## config.mk

```make
export PLATFORM = sky130hd
export DESIGN_NAME = core_prefetch_queue
export DESIGN_NICKNAME = d
export VERILOG_FILES = /design/src/rtl/core_prefetch_queue_pkg.sv /design/src/rtl/core_prefetch_fifo.sv /design/src/rtl/core_prefetch_queue.sv
export SDC_FILE = /design/constraint.sdc
export NUM_CORES = 1
export LEC_CHECK = 0
export ABC_CLOCK_PERIOD_IN_PS = 3600
export CAP_MARGIN = 5
export CORE_UTILIZATION = 51
export CTS_BUF_LIST = sky130_fd_sc_hd__clkbuf_4 sky130_fd_sc_hd__clkbuf_8 sky130_fd_sc_hd__clkbuf_16
export DETAILED_ROUTE_END_ITERATION = 8
export PLACE_DENSITY_LB_ADDON = 0.2
export SYNTH_ARGS = -nofsm -noshare
export SYNTH_HDL_FRONTEND = slang
export SYNTH_SLANG_ARGS = --single-unit
```

## constraint.sdc

```tcl
create_clock -name clk -period 3.6 [get_ports clk]
set_clock_uncertainty 0.2 [all_clocks]
set_input_delay 0.36 -clock clk [delete_from_list [all_inputs] [get_ports clk]]
set_output_delay 0.36 -clock clk [all_outputs]
set_load 0.02 [all_outputs]
```

## src/rtl/core_prefetch_queue_pkg.sv

```systemverilog
// Shared types for the instruction prefetch queue.
//   word_t       : 32-bit instruction word
//   ptr_t        : 30-bit word address
//   fifo_entry_t : buffered response word together with its word address
//   byte_addr()  : converts a word address to the byte address shown to decode
package core_prefetch_queue_pkg;

    typedef logic [31:0] word_t;
    typedef logic [29:0] ptr_t;

    typedef struct packed {
        word_t data;
        ptr_t  addr;
    } fifo_entry_t;

    function automatic word_t byte_addr(input ptr_t a);
        return {a, 2'b00};
    endfunction

endpackage

```

## src/rtl/core_prefetch_fifo.sv

```systemverilog
// Small power-of-two FIFO that buffers fetched words ahead of decode.
// Ports:
//   clk, rst_n          : clock, asynchronous active-low reset
//   clear_i             : empties the FIFO (wins over push/pop)
//   push_i, push_data_i : write one entry
//   pop_i               : drop the head entry (caller guarantees non-empty)
//   count_o, empty_o    : occupancy
//   head_o              : head entry, valid when !empty_o
// Push and pop in the same cycle are allowed even when full: the head is read
// before the edge that overwrites its slot.
module core_prefetch_fifo
    import core_prefetch_queue_pkg::*;
#(
    parameter int DEPTH = 4
) (
    input  logic                       clk,
    input  logic                       rst_n,
    input  logic                       clear_i,
    input  logic                       push_i,
    input  fifo_entry_t                push_data_i,
    input  logic                       pop_i,
    output logic [$clog2(DEPTH):0]     count_o,
    output logic                       empty_o,
    output fifo_entry_t                head_o
);

    localparam int AW = $clog2(DEPTH);
    localparam int CW = AW + 1;

    fifo_entry_t    mem_q [DEPTH];
    logic [AW-1:0]  rd_q;
    logic [AW-1:0]  wr_q;
    logic [CW-1:0]  count_q;

    // Pointer and occupancy bookkeeping; pointers wrap naturally at DEPTH.
    always_ff @(posedge clk or negedge rst_n) begin
        if (!rst_n) begin
            rd_q    <= {AW{1'b0}};
            wr_q    <= {AW{1'b0}};
            count_q <= {CW{1'b0}};
        end else if (clear_i) begin
            rd_q    <= {AW{1'b0}};
            wr_q    <= {AW{1'b0}};
            count_q <= {CW{1'b0}};
        end else begin
            rd_q    <= pop_i  ? rd_q + {{(AW-1){1'b0}}, 1'b1} : rd_q;
            wr_q    <= push_i ? wr_q + {{(AW-1){1'b0}}, 1'b1} : wr_q;
            count_q <= count_q + CW'(push_i) - CW'(pop_i);
        end
    end

    // Storage array; contents are don't-care until written, so no reset.
    always_ff @(posedge clk) begin
        if (push_i && !clear_i) begin
            mem_q[wr_q] <= push_data_i;
        end
    end

    assign count_o = count_q;
    assign empty_o = (count_q == {CW{1'b0}});
    assign head_o  = mem_q[rd_q];

endmodule

```

## src/rtl/core_prefetch_queue.sv

```systemverilog
// Instruction prefetch stage: issues sequential word reads, buffers returned
// words and hands one instruction per cycle to decode.
// Ports:
//   clk, rst_n            : clock, asynchronous active-low reset
//   stall                 : decode cannot accept, output registers hold
//   flush, target         : redirect fetch to word address target (pulse)
//   bus_start, bus_addr   : registered read request pulse and word address
//   bus_ready, bus_data   : response strobe and data
//   insn, insn_pc         : instruction and its byte address
//   insn_nop              : 1 = bubble this cycle
module core_prefetch_queue
    import core_prefetch_queue_pkg::*;
#(
    parameter int DEPTH = 4
) (
    input  logic        clk,
    input  logic        rst_n,
    input  logic        stall,
    input  logic        flush,
    input  logic [29:0] target,
    output logic        bus_start,
    output logic [29:0] bus_addr,
    input  logic        bus_ready,
    input  logic [31:0] bus_data,
    output logic [31:0] insn,
    output logic [31:0] insn_pc,
    output logic        insn_nop
);

    localparam int            CW      = $clog2(DEPTH) + 1;
    localparam logic [CW-1:0] DEPTH_C = CW'(DEPTH);

    ptr_t   fetch_pc_q, fetch_pc_d;
    logic   outstanding_q, outstanding_d;
    logic   discard_q, discard_d;
    logic   bus_start_q;
    ptr_t   bus_addr_q, bus_addr_d;
    word_t  insn_q, insn_d;
    word_t  insn_pc_q, insn_pc_d;
    logic   insn_nop_q, insn_nop_d;

    logic          fifo_clear_s, fifo_push_s, fifo_pop_s, fifo_empty_s;
    logic [CW-1:0] fifo_count_s, count_next_s;
    fifo_entry_t   fifo_head_s;

    logic resp_s;       // response that closes the outstanding request
    logic resp_keep_s;  // response whose word is delivered
    logic issue_s;
    ptr_t issue_addr_s;

    // bus_addr_q still holds the address of the single outstanding request.
    assign resp_s      = bus_ready && outstanding_q;
    assign resp_keep_s = resp_s && !discard_q && !flush;

    core_prefetch_fifo #(.DEPTH(DEPTH)) u_fifo (
        .clk         (clk),
        .rst_n       (rst_n),
        .clear_i     (fifo_clear_s),
        .push_i      (fifo_push_s),
        .push_data_i ({bus_data, bus_addr_q}),
        .pop_i       (fifo_pop_s),
        .count_o     (fifo_count_s),
        .empty_o     (fifo_empty_s),
        .head_o      (fifo_head_s)
    );

    // Output path: flush bubbles, otherwise pop the head or bypass the response.
    always_comb begin
        fifo_clear_s = 1'b0;
        fifo_push_s  = 1'b0;
        fifo_pop_s   = 1'b0;
        insn_d       = insn_q;
        insn_pc_d    = insn_pc_q;
        insn_nop_d   = insn_nop_q;
        if (flush) begin
            fifo_clear_s = 1'b1;
            insn_nop_d   = 1'b1;
        end else if (!stall) begin
            if (!fifo_empty_s) begin
                fifo_pop_s  = 1'b1;
                fifo_push_s = resp_keep_s;
                insn_d      = fifo_head_s.data;
                insn_pc_d   = byte_addr(fifo_head_s.addr);
                insn_nop_d  = 1'b0;
            end else if (resp_keep_s) begin
                insn_d      = bus_data;
                insn_pc_d   = byte_addr(bus_addr_q);
                insn_nop_d  = 1'b0;
            end else begin
                insn_nop_d  = 1'b1;
            end
        end else begin
            fifo_push_s = resp_keep_s;
        end
    end

    // Issue decision: a request reserves a FIFO slot, so the next occupancy
    // must leave room. A flush issues the target directly when nothing stale
    // is still in flight, so the redirect costs no extra cycle.
    always_comb begin
        if (flush) begin
            count_next_s = {CW{1'b0}};
            issue_addr_s = target;
        end else begin
            count_next_s = fifo_count_s + CW'(fifo_push_s) - CW'(fifo_pop_s);
            issue_addr_s = fetch_pc_q;
        end
        issue_s = (!outstanding_q || resp_s) && (count_next_s < DEPTH_C);

        if (issue_s) begin
            fetch_pc_d = issue_addr_s + 30'd1;
            bus_addr_d = issue_addr_s;
        end else if (flush) begin
            fetch_pc_d = target;
            bus_addr_d = bus_addr_q;
        end else begin
            fetch_pc_d = fetch_pc_q;
            bus_addr_d = bus_addr_q;
        end

        if (issue_s) begin
            outstanding_d = 1'b1;
        end else if (resp_s) begin
            outstanding_d = 1'b0;
        end else begin
            outstanding_d = outstanding_q;
        end

        // A flush only needs to drop a later response if one is still pending.
        if (flush) begin
            discard_d = outstanding_q && !bus_ready;
        end else if (resp_s) begin
            discard_d = 1'b0;
        end else begin
            discard_d = discard_q;
        end
    end

    // State and registered outputs.
    always_ff @(posedge clk or negedge rst_n) begin
        if (!rst_n) begin
            fetch_pc_q    <= 30'd0;
            outstanding_q <= 1'b0;
            discard_q     <= 1'b0;
            bus_start_q   <= 1'b0;
            bus_addr_q    <= 30'd0;
            insn_q        <= 32'd0;
            insn_pc_q     <= 32'd0;
            insn_nop_q    <= 1'b1;
        end else begin
            fetch_pc_q    <= fetch_pc_d;
            outstanding_q <= outstanding_d;
            discard_q     <= discard_d;
            bus_start_q   <= issue_s;
            bus_addr_q    <= bus_addr_d;
            insn_q        <= insn_d;
            insn_pc_q     <= insn_pc_d;
            insn_nop_q    <= insn_nop_d;
        end
    end

    assign bus_start = bus_start_q;
    assign bus_addr  = bus_addr_q;
    assign insn      = insn_q;
    assign insn_pc   = insn_pc_q;
    assign insn_nop  = insn_nop_q;

endmodule

```

==> summary.md, run 1 <==
| Metric | Value |
|---|---|
| Status | `finished clean` |
| Final wirelength | `32.3 mm` |
| CTS Buf Count | `39` |
| Initial antenna violation count | `0` |
| Compound-gate portion of the synthesized area | `0.0572` |
| Row cnt | `63` |
| Data arrival time of the worst path | `3.71 ns` |
| Final setup viols | `0` |
| Global-route wire length before repair | `51.2 mm` |
| CP required | `3.84 ns` |
| Average size of a mapped cell | `16.1 sq um` |
| Fillers | `2181` |
| Main combinational cell family by area after synthesis | `multiplexers` |
| Ys async rst share | `0.349` |
| GPL Wtd Cong | `slightly above 0.8` |
| Max VDD drop | `0.503 mV` |
| Worst setup SP type | `register` |
| Number of clock sinks | `381` |
| Number of global-route vias before repair | `8961` |
| Die area | `roughly 0.031 sq mm` |
| IO Port Bufs | `160` |
| Initial DRC count | `691` |
| Post-synthesis register bit count | `between 300 and 400` |
| Final net count | `~1200` |
| Post-route ant nets | `0` |
| GRT Total Usage | `0.218` |
| Post-synth top flop | `edfxtp_1` |
| Critical-path cell list | `nor3_2 > nor3_4 > ha_1 > inv_1 > ha_1 > fa_1 > xnor3_1 > a211oi_4 > buf_4 > nand4_4 > nor4_4 > xnor2_1` |
| Placed insts | `1491` |
| Kind of critical path | `reg -> reg` |
| Largest net degree at the start of global routing | `97` |
| Clock transition at the registers of the reported paths | `0.06 ns` |
| Leakage dissipation | `slightly below 7 nW` |
| Reg2Reg Depth | `12` |
| Sequential area share after synthesis | `0.701` |
| Diodes inserted | `0` |
| Detail Placement HPWL | `just over 20 mm` |
| Measured slew at the worst slew-check pin | `0.856 ns` |
| Worst slew margin | `0.429` |
| Remaining global-route overflow | `0` |
| Finished Layout Cells | `1565` |
| Overall die height | `176 microns` |
| Fin. Hold Viols | `0` |
| Power Dens Cells | `766 mW/mm^2` |
| DR vias/cell | `roughly 5.6` |
| Fraction of layout cells with a size suffix above 1 | `0.159` |
| WHS | `0.199 ns` |
| Post-synth EDFFs | `248` |
| Syn. warnings | `0` |
| CTS max path bufs | `3` |
| Ports | `~160` |
| Post-synth cell types | `55` |
| Critical path's most frequent cell | `ha_1` |
| Synth Area in Adders | `0.00700` |
| Max-cap violations | `0` |
| Die width | `176 microns` |
| Maximum clock frequency | `289 MHz` |
| DR WL/cell | `20.6 microns` |
| CTS tree | `built` |
| Core box area | `approximately 0.030 sq mm` |
| Initial Util | `0.519` |
| CP max stage delay | `0.42 ns` |
| Hold path depth | `3` |
| Synth Area in XOR/XNOR | `0.0203` |
| DP Worst Slack | `-0.0875 ns` |
| Mux share of post-synthesis cell area | `0.133` |
| Post-route DRC violation count | `0` |
| Element type at the critical path end | `register` |
| Simple-gate share of the synthesized area | `0.0622` |
| CP max stage cell | `dfrtp_1` |
| Clk_lat worst skew | `0.52 ns` |
| H-tree level count | `2` |
| Synthesized area | `0.0154 sq mm` |
| Final Cycle Share | `0.962` |
| CP max FO | `5` |
| Final min period | `3.46 ns` |
| Area Growth Syn to Fin | `23.3%` |
| Clk Tree Root Cell | `clkbuf_16` |
| Via count | `8832` |
| TritonRoute pass-1 iters | `5` |
| Cell count after synthesis | `956` |
| Worst setup margin | `0.136 ns` |
| Min-Delay Path Class | `in -> reg` |
| Final Slew Violations | `0` |
[timing repair]
item / 4_1_cts / 5_1_grt
hold buffers: 1 / 0
setup endpoints to repair: 0 / 9
gates resized for setup: 0 / 1
buffers inserted: 0 / 2
hold endpoints to repair: 64 / 0
[routing by layer]
layer,share of wire,wire (microns),vias up,track usage
met5,0,0,-,0
met4,0.015,490,0,0.0522
met3,0.050,1630,43,0.0338
met2,0.48,15500,256,0.347
met1,0.46,14700,4514,0.317
li1,-,-,4019,-
[critical path, delay by kind of cell, from the launching register on]
family | cells | cell delay, ns
adders and majority gates | 3 | 0.87
and+or+nand+nor | 4 | 0.88
xor gates and xnor gates | 2 | 0.56
DFF | 1 | 0.42
buffers and inverters | 2 | 0.22
AOI/OAI and AO/OA | 1 | 0.24
[through the flow]
step | area [sq um] | power [mW] | utilization | TNS [ns]
6_report | 19000 | 14.5 | 0.640 | 0
4_1_cts | 18900 | 14.6 | 0.639 | 0
5_1_grt | 19000 | 15.2 | 0.640 | -0.0282
2_1_floorplan | 15400 | 8.73 | - | 0
3_3_place_gp | 17700 | 10.6 | 0.596 | 0
3_5_place_dp | 17700 | 10.7 | 0.596 | -0.264
[registers in the layout (all words and copies together), names as in the netlist]
signal and flops:
u_fifo.wr_q 2, outstanding_q 1, bus_start 1, discard_q 1, fetch_pc_q 30, u_fifo.mem_q 248, bus_addr 30, u_fifo.count_o 3
insn_pc 30, insn 32, insn_nop 1, u_fifo.rd_q 2
[layout make-up]
class	instances	area [sq um]	area share
inverter	14	52.6	0.00277
multi-input combinational	509	4350	0.230
sequential	381	10800	0.569
clock buffer	46	1060	0.0561
clock inverter	25	193	0.0102
timing repair buffer	200	2030	0.107
tap	390	488	0.0257
[Yosys cell counts, types with 3 or more instances]
cell,count,area [sq um]
mux2i_1,65,651
edfxtp_1,248,7450
a21oi_1,9,45.0
nand2b_1,3,18.8
nand3_1,19,95.1
ha_1,7,87.6
clkbuf_1,28,105
buf_2,17,85.1
nor2_1,11,41.3
a32oi_1,3,26.3
nor3_1,5,25.0
nand3b_1,18,135
dfrtp_1,132,3300
a22oi_1,4,30.0
mux4_2,62,1400
o21ai_0,94,470
xnor2_1,23,201
nor2b_1,6,37.5
xor2_1,10,87.6
nand2_1,104,390
inv_1,13,48.8
o22ai_1,25,156
buf_4,5,37.5
and2_1,5,31.3
buf_1,3,11.3
[kinds of logic after synthesis]
| logic type | after synthesis |
|---|---|
| adders and majority gates | 8 |
| buffers and inverters | 67 |
| DFF | 381 |
| xor gates and xnor gates | 34 |
| muxes | 127 |
| other | 1 |
| and+or+nand+nor | 187 |
| AOI/OAI and AO/OA | 151 |
[where the power goes]
group,internal [mW],leakage (nW),switching (mW)
clock network,2.32,0.617,1.60
registers,5.59,3.88,0.765
logic,2.06,2.40,2.19
total,9.97,6.91,4.55
[cell usage in the layout, fill, tap and decap left out, types with 3 or more instances in the layout]
cell type and count:
bufinv_16 3, clkinv_1 12, ha_1 7, edfxtp_1 248, inv_1 13, mux2i_1 65, clkdlybuf4s50_1 158, nand2_1 104
and2_4 4, clkbuf_4 5, xor2_1 10, nand2b_1 3, clkbuf_16 41, nor2b_1 6, nor3_1 4, clkinvlp_4 3
o21ai_0 94, a21oi_1 9, mux4_2 62, clkinv_2 7, nor2_1 11, nand3_1 18, xnor2_1 23, a32oi_1 3
a22oi_1 4, o22ai_1 25, buf_12 10, buf_4 28, nand3b_1 18, dfrtp_1 130
[path summary, 6_finish.rpt]
| path | start | endpoint | slack (ns) |
|---|---|---|---|
| worst max-delay path | u_fifo.count_o[2] | fetch_pc_q[28] | 0.14 |
| worst min-delay path | flush | u_fifo.rd_q[1] | 0.20 |
| worst max register to register | u_fifo.count_o[2] | fetch_pc_q[28] | 0.14 |
| worst min register to register | insn[17] | insn[17] | 0.28 |
| max in group asynchronous | rst_n | bus_addr[14] | 2.20 |
| min in group asynchronous | rst_n | insn[8] | 0.24 |
No activity file was read; power rests on OpenSTA's default activity.
==> run 2: changes to the inputs <==
--- a/config.mk
+++ b/config.mk
@@ -7,10 +7,12 @@
 export LEC_CHECK = 0
 export ABC_CLOCK_PERIOD_IN_PS = 3600
 export CAP_MARGIN = 5
+export CORE_MARGIN = 10
 export CORE_UTILIZATION = 51
 export CTS_BUF_LIST = sky130_fd_sc_hd__clkbuf_4 sky130_fd_sc_hd__clkbuf_8 sky130_fd_sc_hd__clkbuf_16
 export DETAILED_ROUTE_END_ITERATION = 8
 export PLACE_DENSITY_LB_ADDON = 0.2
+export SKIP_CTS_REPAIR_TIMING = 1
 export SYNTH_ARGS = -nofsm -noshare
 export SYNTH_HDL_FRONTEND = slang
 export SYNTH_SLANG_ARGS = --single-unit
==> run 2 against run 1 <==
Worst setup slack improved by 0.019 ns. Count of clock-buffer cells in the layout increased by 10. Global-route usage decreased by 3.5 points. First-iteration DRC count decreased by 13%. Critical path depth unchanged. Sequential share of layout area decreased by 0.17 points. Sequential cell count unchanged. Hold slack got worse by 0.036 ns. Power increased by 0.91%. Critical path type unchanged. Largest cell class unchanged.
==> summary.md, run 2 (synthesis gave the netlist of run 1 again) <==
| Metric | Value |
|---|---|
| Status | `finished clean` |
| Measured slew at the worst slew-check pin | `about 0.97 ns` |
| Power Dens Cells | `between 700 and 800 mW/mm^2` |
| GPL Wtd Cong | `just over 0.8` |
| Hold path depth | `4` |
| Final min period | `3.44 ns` |
| Final setup viols | `0` |
| Initial DRC count | `603` |
| Biggest register | `u_fifo.mem_q` |
| Register area | `about 0.011 sq mm` |
| Via count | `8869` |
| Max reg flops | `248` |
| CP required | `3.79 ns` |
| Final design utilization | `0.640` |
| Fin. Hold Viols | `0` |
| Number of global-route vias before repair | `between 9000 and 10000` |
| Largest net degree at the start of global routing | `68` |
| Reg2Reg Depth | `12` |
| Kind of critical path | `reg -> reg` |
| Max-cap violations | `0` |
| Worst setup SP type | `register` |
| Area occupied by multi-input gates | `0.00436 sq mm` |
| Initial antenna violation count | `0` |
| Fraction of layout cells with a size suffix above 1 | `0.168` |
| Tot Pwr | `around 15 mW` |
| Reg2reg end | `fetch_pc_q[8]` |
| Row cnt | `63` |
| Fillers | `2200` |
| Die area | `0.0375 sq mm` |
| Data arrival time of the worst path | `3.63 ns` |
| TritonRoute pass-1 iters | `7` |
| Min-Delay Path Class | `in -> reg` |
| Final Cycle Share | `0.957` |
| Core box area | `0.0297 sq mm` |
| Maximum clock frequency | `290 MHz` |
| H-tree level count | `2` |
| Clock transition at the registers of the reported paths | `approximately 0.06 ns` |
| Die width | `194 microns` |
| Clk Tree Root Cell | `clkbuf_16` |
| Final wirelength | `approximately 35 mm` |
| CTS max path bufs | `3` |
| DR vias/cell | `5.64` |
| Area Growth Syn to Fin | `23.7%` |
| Remaining global-route overflow | `0` |
| CTS tree | `built` |
| WHS | `around 0.16 ns` |
| Most frequent cells in the layout | `248 x edfxtp_1, 158 x clkdlybuf4s50_1, 130 x dfrtp_1, 104 x nand2_1, 94 x o21ai_0` |
| CTS Buf Count | `41` |
| DP Worst Slack | `-0.117 ns` |
| Design Area, Final | `around 0.019 sq mm` |
| Hold Crit Start | `flush` |
| Post-route ant nets | `0` |
| IO Port Bufs | `160` |
| Post-route DRC violation count | `0` |
| WHS Endpoint | `u_fifo.wr_q[0]` |
| Overall die height | `194 microns` |
| Global-route wire length before repair | `54.9 mm` |
| Final Slew Violations | `0` |
| Most common cell after layout, fill and taps aside | `edfxtp_1` |
| Diodes inserted | `0` |
| GRT Total Usage | `0.182` |
| Reg-to-reg slack, setup | `0.16 ns` |
| Final net count | `1227` |
| RR Startpoint | `u_fifo.count_o[2]` |
| Placed inst area | `between 0.015 and 0.02 sq mm` |
| Worst setup margin | `around 0.16 ns` |
| Leakage dissipation | `approximately 7 nW` |
| Clk_lat worst skew | `0.52 ns` |
| Number of clock sinks | `~380` |
| Element type at the critical path end | `register` |
| DR WL/cell | `22.0 microns` |
| CP max FO | `4` |
| Max VDD drop | `0.466 mV` |
| Detail Placement HPWL | `23.0 mm` |
| Worst slew margin | `0.356` |
| Ports | `163` |
| Initial Util | `0.517` |
[run 2: changes by cell type in the layout (fill, tap and decap cells not counted), sizes merged]
| cell | before | now |
|---|---|---|
| bufinv | 3 | 2 |
| clkbuf | 46 | 56 |
| clkinv | 19 | 13 |
| inv | 14 | 15 |
| clkinvlp | 3 | 1 |
| buf | 41 | 46 |
[run 2: layout make-up]
| class | count | share of cell area |
|---|---|---|
| inverters | 14 | 0.00276 |
| multi-input cells | 509 | 0.229 |
| clock inverters | 17 | 0.00691 |
| clock buffers | 56 | 0.0612 |
| repair buffers | 205 | 0.107 |
| flip-flops and latches | 381 | 0.567 |
| well taps | 390 | 0.0257 |
[run 2: report_power, final]
| part | switching [mW] | total, mW | internal [mW] |
|---|---|---|---|
| Sequential | 0.757 | 6.34 | 5.59 |
| Clock | 1.61 | 4.01 | 2.40 |
| Combinational | 2.24 | 4.29 | 2.05 |
| Total | 4.61 | 14.7 | 10.0 |
[run 2: worst max-delay path by stage]
| stage | startpoint | end | slack, ns |
|---|---|---|---|
| floorplan | u_fifo.count_o[2] | fetch_pc_q[28] | 0.01 |
| global placement | stall | fetch_pc_q[26] | -0.01 |
| detailed placement | stall | fetch_pc_q[26] | -0.12 |
| CTS | u_fifo.count_o[2] | fetch_pc_q[26] | 0.05 |
| global route | u_fifo.count_o[2] | fetch_pc_q[8] | -0.01 |
| finish | u_fifo.count_o[2] | fetch_pc_q[8] | 0.16 |
[run 2: through the flow]
stage | cells | setup TNS, ns
after floorplan | 957 | 0
after global placement | 1497 | -0.0187
after detailed placement | 1497 | -0.544
after CTS | 1570 | 0
after global routing | 1572 | -0.0107
final | 1572 | 0
[run 2: routing by layer]
layer / part of all wire / vias to the layer above / global-route usage
li1: - / 4040 / -
met1: 0.45 / 4551 / 0.253
met5: 0 / - / 0
met4: 0.015 / 0 / 0.0418
met3: 0.054 / 42 / 0.0380
met2: 0.48 / 236 / 0.291
[run 2: critical path: stages (launching register included)]
cell and delay (ns):
dfrtp_1 0.44, nor3_4 0.28, nor3_4 0.06, ha_1 0.28
inv_1 0.05, ha_1 0.21, fa_1 0.39, xnor3_1 0.43
a211oi_4 0.35, buf_4 0.17, a21boi_2 0.19, nand2_1 0.10
xor2_1 0.16
==> run 3: changes to the inputs <==
--- a/config.mk
+++ b/config.mk
@@ -9,10 +9,11 @@
 export CAP_MARGIN = 5
 export CORE_MARGIN = 10
 export CORE_UTILIZATION = 51
-export CTS_BUF_LIST = sky130_fd_sc_hd__clkbuf_4 sky130_fd_sc_hd__clkbuf_8 sky130_fd_sc_hd__clkbuf_16
 export DETAILED_ROUTE_END_ITERATION = 8
+export GPL_TIMING_DRIVEN = 0
 export PLACE_DENSITY_LB_ADDON = 0.2
 export SKIP_CTS_REPAIR_TIMING = 1
 export SYNTH_ARGS = -nofsm -noshare
 export SYNTH_HDL_FRONTEND = slang
+export SYNTH_HIERARCHICAL = 1
 export SYNTH_SLANG_ARGS = --single-unit
==> run 3 against run 2 <==
Power is 0.15% lower. Die area is 1.2% higher. Non-clock buffer count grew 26. Global-route usage grew 0.43 points. Area after synthesis up 1.3%. Largest cell class unchanged. Highest routed layer unchanged.
==> summary.md, run 3 <==
| Metric | Value |
|---|---|
| CTS Buf Count | `39` |
| Tot Pwr | `around 15 mW` |
| GPL Wtd Cong | `0.916` |
| Max reg flops | `248` |
| Cell count after synthesis | `approximately 970` |
| Leakage dissipation | `7.08 nW` |
| Max VDD drop | `~0.39 mV` |
| Area Growth Syn to Fin | `23.6%` |
| Synth area leader | `edfxtp_1` |
| DP Worst Slack | `-1.79 ns` |
| DR vias/cell | `5.64` |
| Area contributors post-synth | `edfxtp_1 48%, dfrtp_1 21%, mux4_2 9.0%, mux2i_1 5.3%, a21oi_1 2.2%` |
| CTS max path bufs | `3` |
| Initial DRC count | `573` |
| Synthesized area | `around 0.016 sq mm` |
| Initial antenna violation count | `0` |
| Data arrival time of the worst path | `~3.7 ns` |
| GRT Total Usage | `0.187` |
| Final design utilization | `0.644` |
| Diodes inserted | `0` |
| Max-cap violations | `0` |
| Kind of critical path | `reg -> reg` |
| Core box area | `0.0299 sq mm` |
| IO Port Bufs | `160` |
| Post-synth top area share | `0.478` |
| Critical-path cell list | `nor3_1 > bufbuf_16 > nor3_4 > ha_2 > inv_1 > ha_1 > nand2b_1 > o41ai_4 > buf_6 > xnor2_4 > a2111oi_4 > buf_6 > and4bb_1 > xnor2_1` |
| Placed inst area | `approximately 0.018 sq mm` |
| Most numerous cell in the Yosys netlist | `edfxtp_1` |
| Design Area, Final | `0.0193 sq mm` |
| Worst setup margin | `0.0868 ns` |
| Element type at the critical path end | `register` |
| Biggest register | `u_fifo/mem_q` |
| Die area | `0.0379 sq mm` |
| RSZ-0062 raised after global routing | `false` |
| Row cnt | `63` |
| Most frequent cells in the layout | `248 x edfxtp_1, 158 x clkdlybuf4s50_1, 131 x dfrtp_1, 82 x mux2i_1, 76 x nor2_1` |
| Clk Tree Root Cell | `clkbuf_16` |
| Final wirelength | `36.0 mm` |
| Post-route ant nets | `0` |
| Reg-to-reg slack, setup | `0.09 ns` |
| Buffers & Inverters on Critical Path | `4` |
| Finished Layout Cells | `1613` |
| Min-Delay Path Class | `in -> async` |
| Post-synth cell types | `56` |
| Placed insts | `1531` |
| Detail Placement HPWL | `23.8 mm` |
| Die width | `195 microns` |
| Clk_lat worst skew | `0.51 ns` |
| Sequential area share after synthesis | `0.692` |
| Final setup viols | `0` |
| Initial Util | `0.521` |
| Critical path's most frequent cell | `buf_6` |
| H-tree level count | `2` |
| CP max stage delay | `0.50 ns` |
| Most common cell after layout, fill and taps aside | `edfxtp_1` |
| Global-route wire length before repair | `~56 mm` |
| Post-synthesis register bit count | `381` |
| Via count | `just over 9000` |
| Number of clock sinks | `about 380` |
| CP required | `approximately 3.8 ns` |
| Ys async rst share | `0.349` |
| Final Slew Violations | `0` |
| Maximum clock frequency | `285 MHz` |
| Critical path's top delay family | `compound AO/OA/AOI/OAI gates` |
| Post-synth top flop | `edfxtp_1` |
| Reg2reg end | `fetch_pc_q[28]` |
| Final min period | `approximately 3.5 ns` |
| Measured slew at the worst slew-check pin | `approximately 0.8 ns` |
| Ports | `~160` |
| Final Cycle Share | `0.976` |
| CTS tree | `built` |
| Reg2Reg Depth | `14` |
| CP max FO | `5` |
| Largest net degree at the start of global routing | `77` |
| CP max stage cell | `a2111oi_4` |
| Fin. Hold Viols | `0` |
| DR WL/cell | `roughly 22 microns` |
| TritonRoute pass-1 iters | `4` |
| Worst slew margin | `0.467` |
| Average size of a mapped cell | `roughly 16 sq um` |
| Final net count | `1271` |
| Worst setup SP type | `register` |
| Synth top cells by count | `248 x edfxtp_1, 132 x dfrtp_1, 82 x mux2i_1` |
| Syn. warnings | `6` |
| Remaining global-route overflow | `0` |
| Status | `finished clean` |
| Number of global-route vias before repair | `9532` |
| RR Startpoint | `u_fifo/count_o[0]` |
| Post-synth EDFFs | `about 250` |
| Clock transition at the registers of the reported paths | `around 0.06 ns` |
| Post-route DRC violation count | `0` |
| Fraction of layout cells with a size suffix above 1 | `0.156` |
| Power Dens Cells | `approximately 760 mW/mm^2` |
| Overall die height | `195 microns` |
==> run 3: changes by cell type after synthesis, moves of 8 or more <==
cell      delta
a21oi_1     +61
mux2i_1     +17
nand2_1     -48
nand3b_1    -15
nand4_1      +8
nor2_1      +65
o21ai_0     -62
o22ai_1     -23
==> run 3: cells by family after synthesis <==
kind of cell               Yosys count  synth area share
and+or+nand+nor                    198            0.0600
xor gates and xnor gates            36            0.0211
buffers and inverters               67            0.0216
DFF                                381             0.692
adders and majority gates           10           0.00852
AOI/OAI and AO/OA                  132            0.0505
other                                1          0.000241
muxes                              149             0.146
==> run 3: power breakdown <==
part | internal, mW | switching [mW]
clock | 2.16 | 1.57
sequential | 5.54 | 0.666
combinational | 2.20 | 2.49
==> run 3: area by class of cell <==
type                    count  area, sq um
plain buffers              52          347
clock buffers              52         1030
clock inverters            18          140
fillers                  2192        10600
inverters                  14         52.6
multi-input cells         527         4550
flip-flops and latches    381        10800
well taps                 390          488
repair buffers            179         1860
==> run 3: worst max-delay path by stage <==
stage / from / to / cells past startpoint
2_1_floorplan: flush / fetch_pc_q[20] / 15
3_3_place_gp: rst_n / insn[23] / 1
3_5_place_dp: flush / fetch_pc_q[17] / 16
4_1_cts: flush / bus_addr[8] / 16
5_1_grt: u_fifo/count_o[0] / fetch_pc_q[16] / 14
6_report: u_fifo/count_o[0] / fetch_pc_q[28] / 14
==> run 3: layer usage <==
metal	GRT usage	up-vias	wire length, microns
li1	-	4127	-
met1	0.250	4635	15500
met2	0.309	284	17800
met3	0.0361	45	2000
met4	0.0437	0	641
met5	0	-	0
==> run 3: stage by stage <==
stage | hold WS, ns | TNS (ns)
final | 0.203 | 0
after global placement | 0.305 | -1043.66
after floorplan | -0.136 | -0.0150
after CTS | -0.366 | -121.95
after global routing | 0.225 | 0
after detailed placement | 0.189 | -297.73
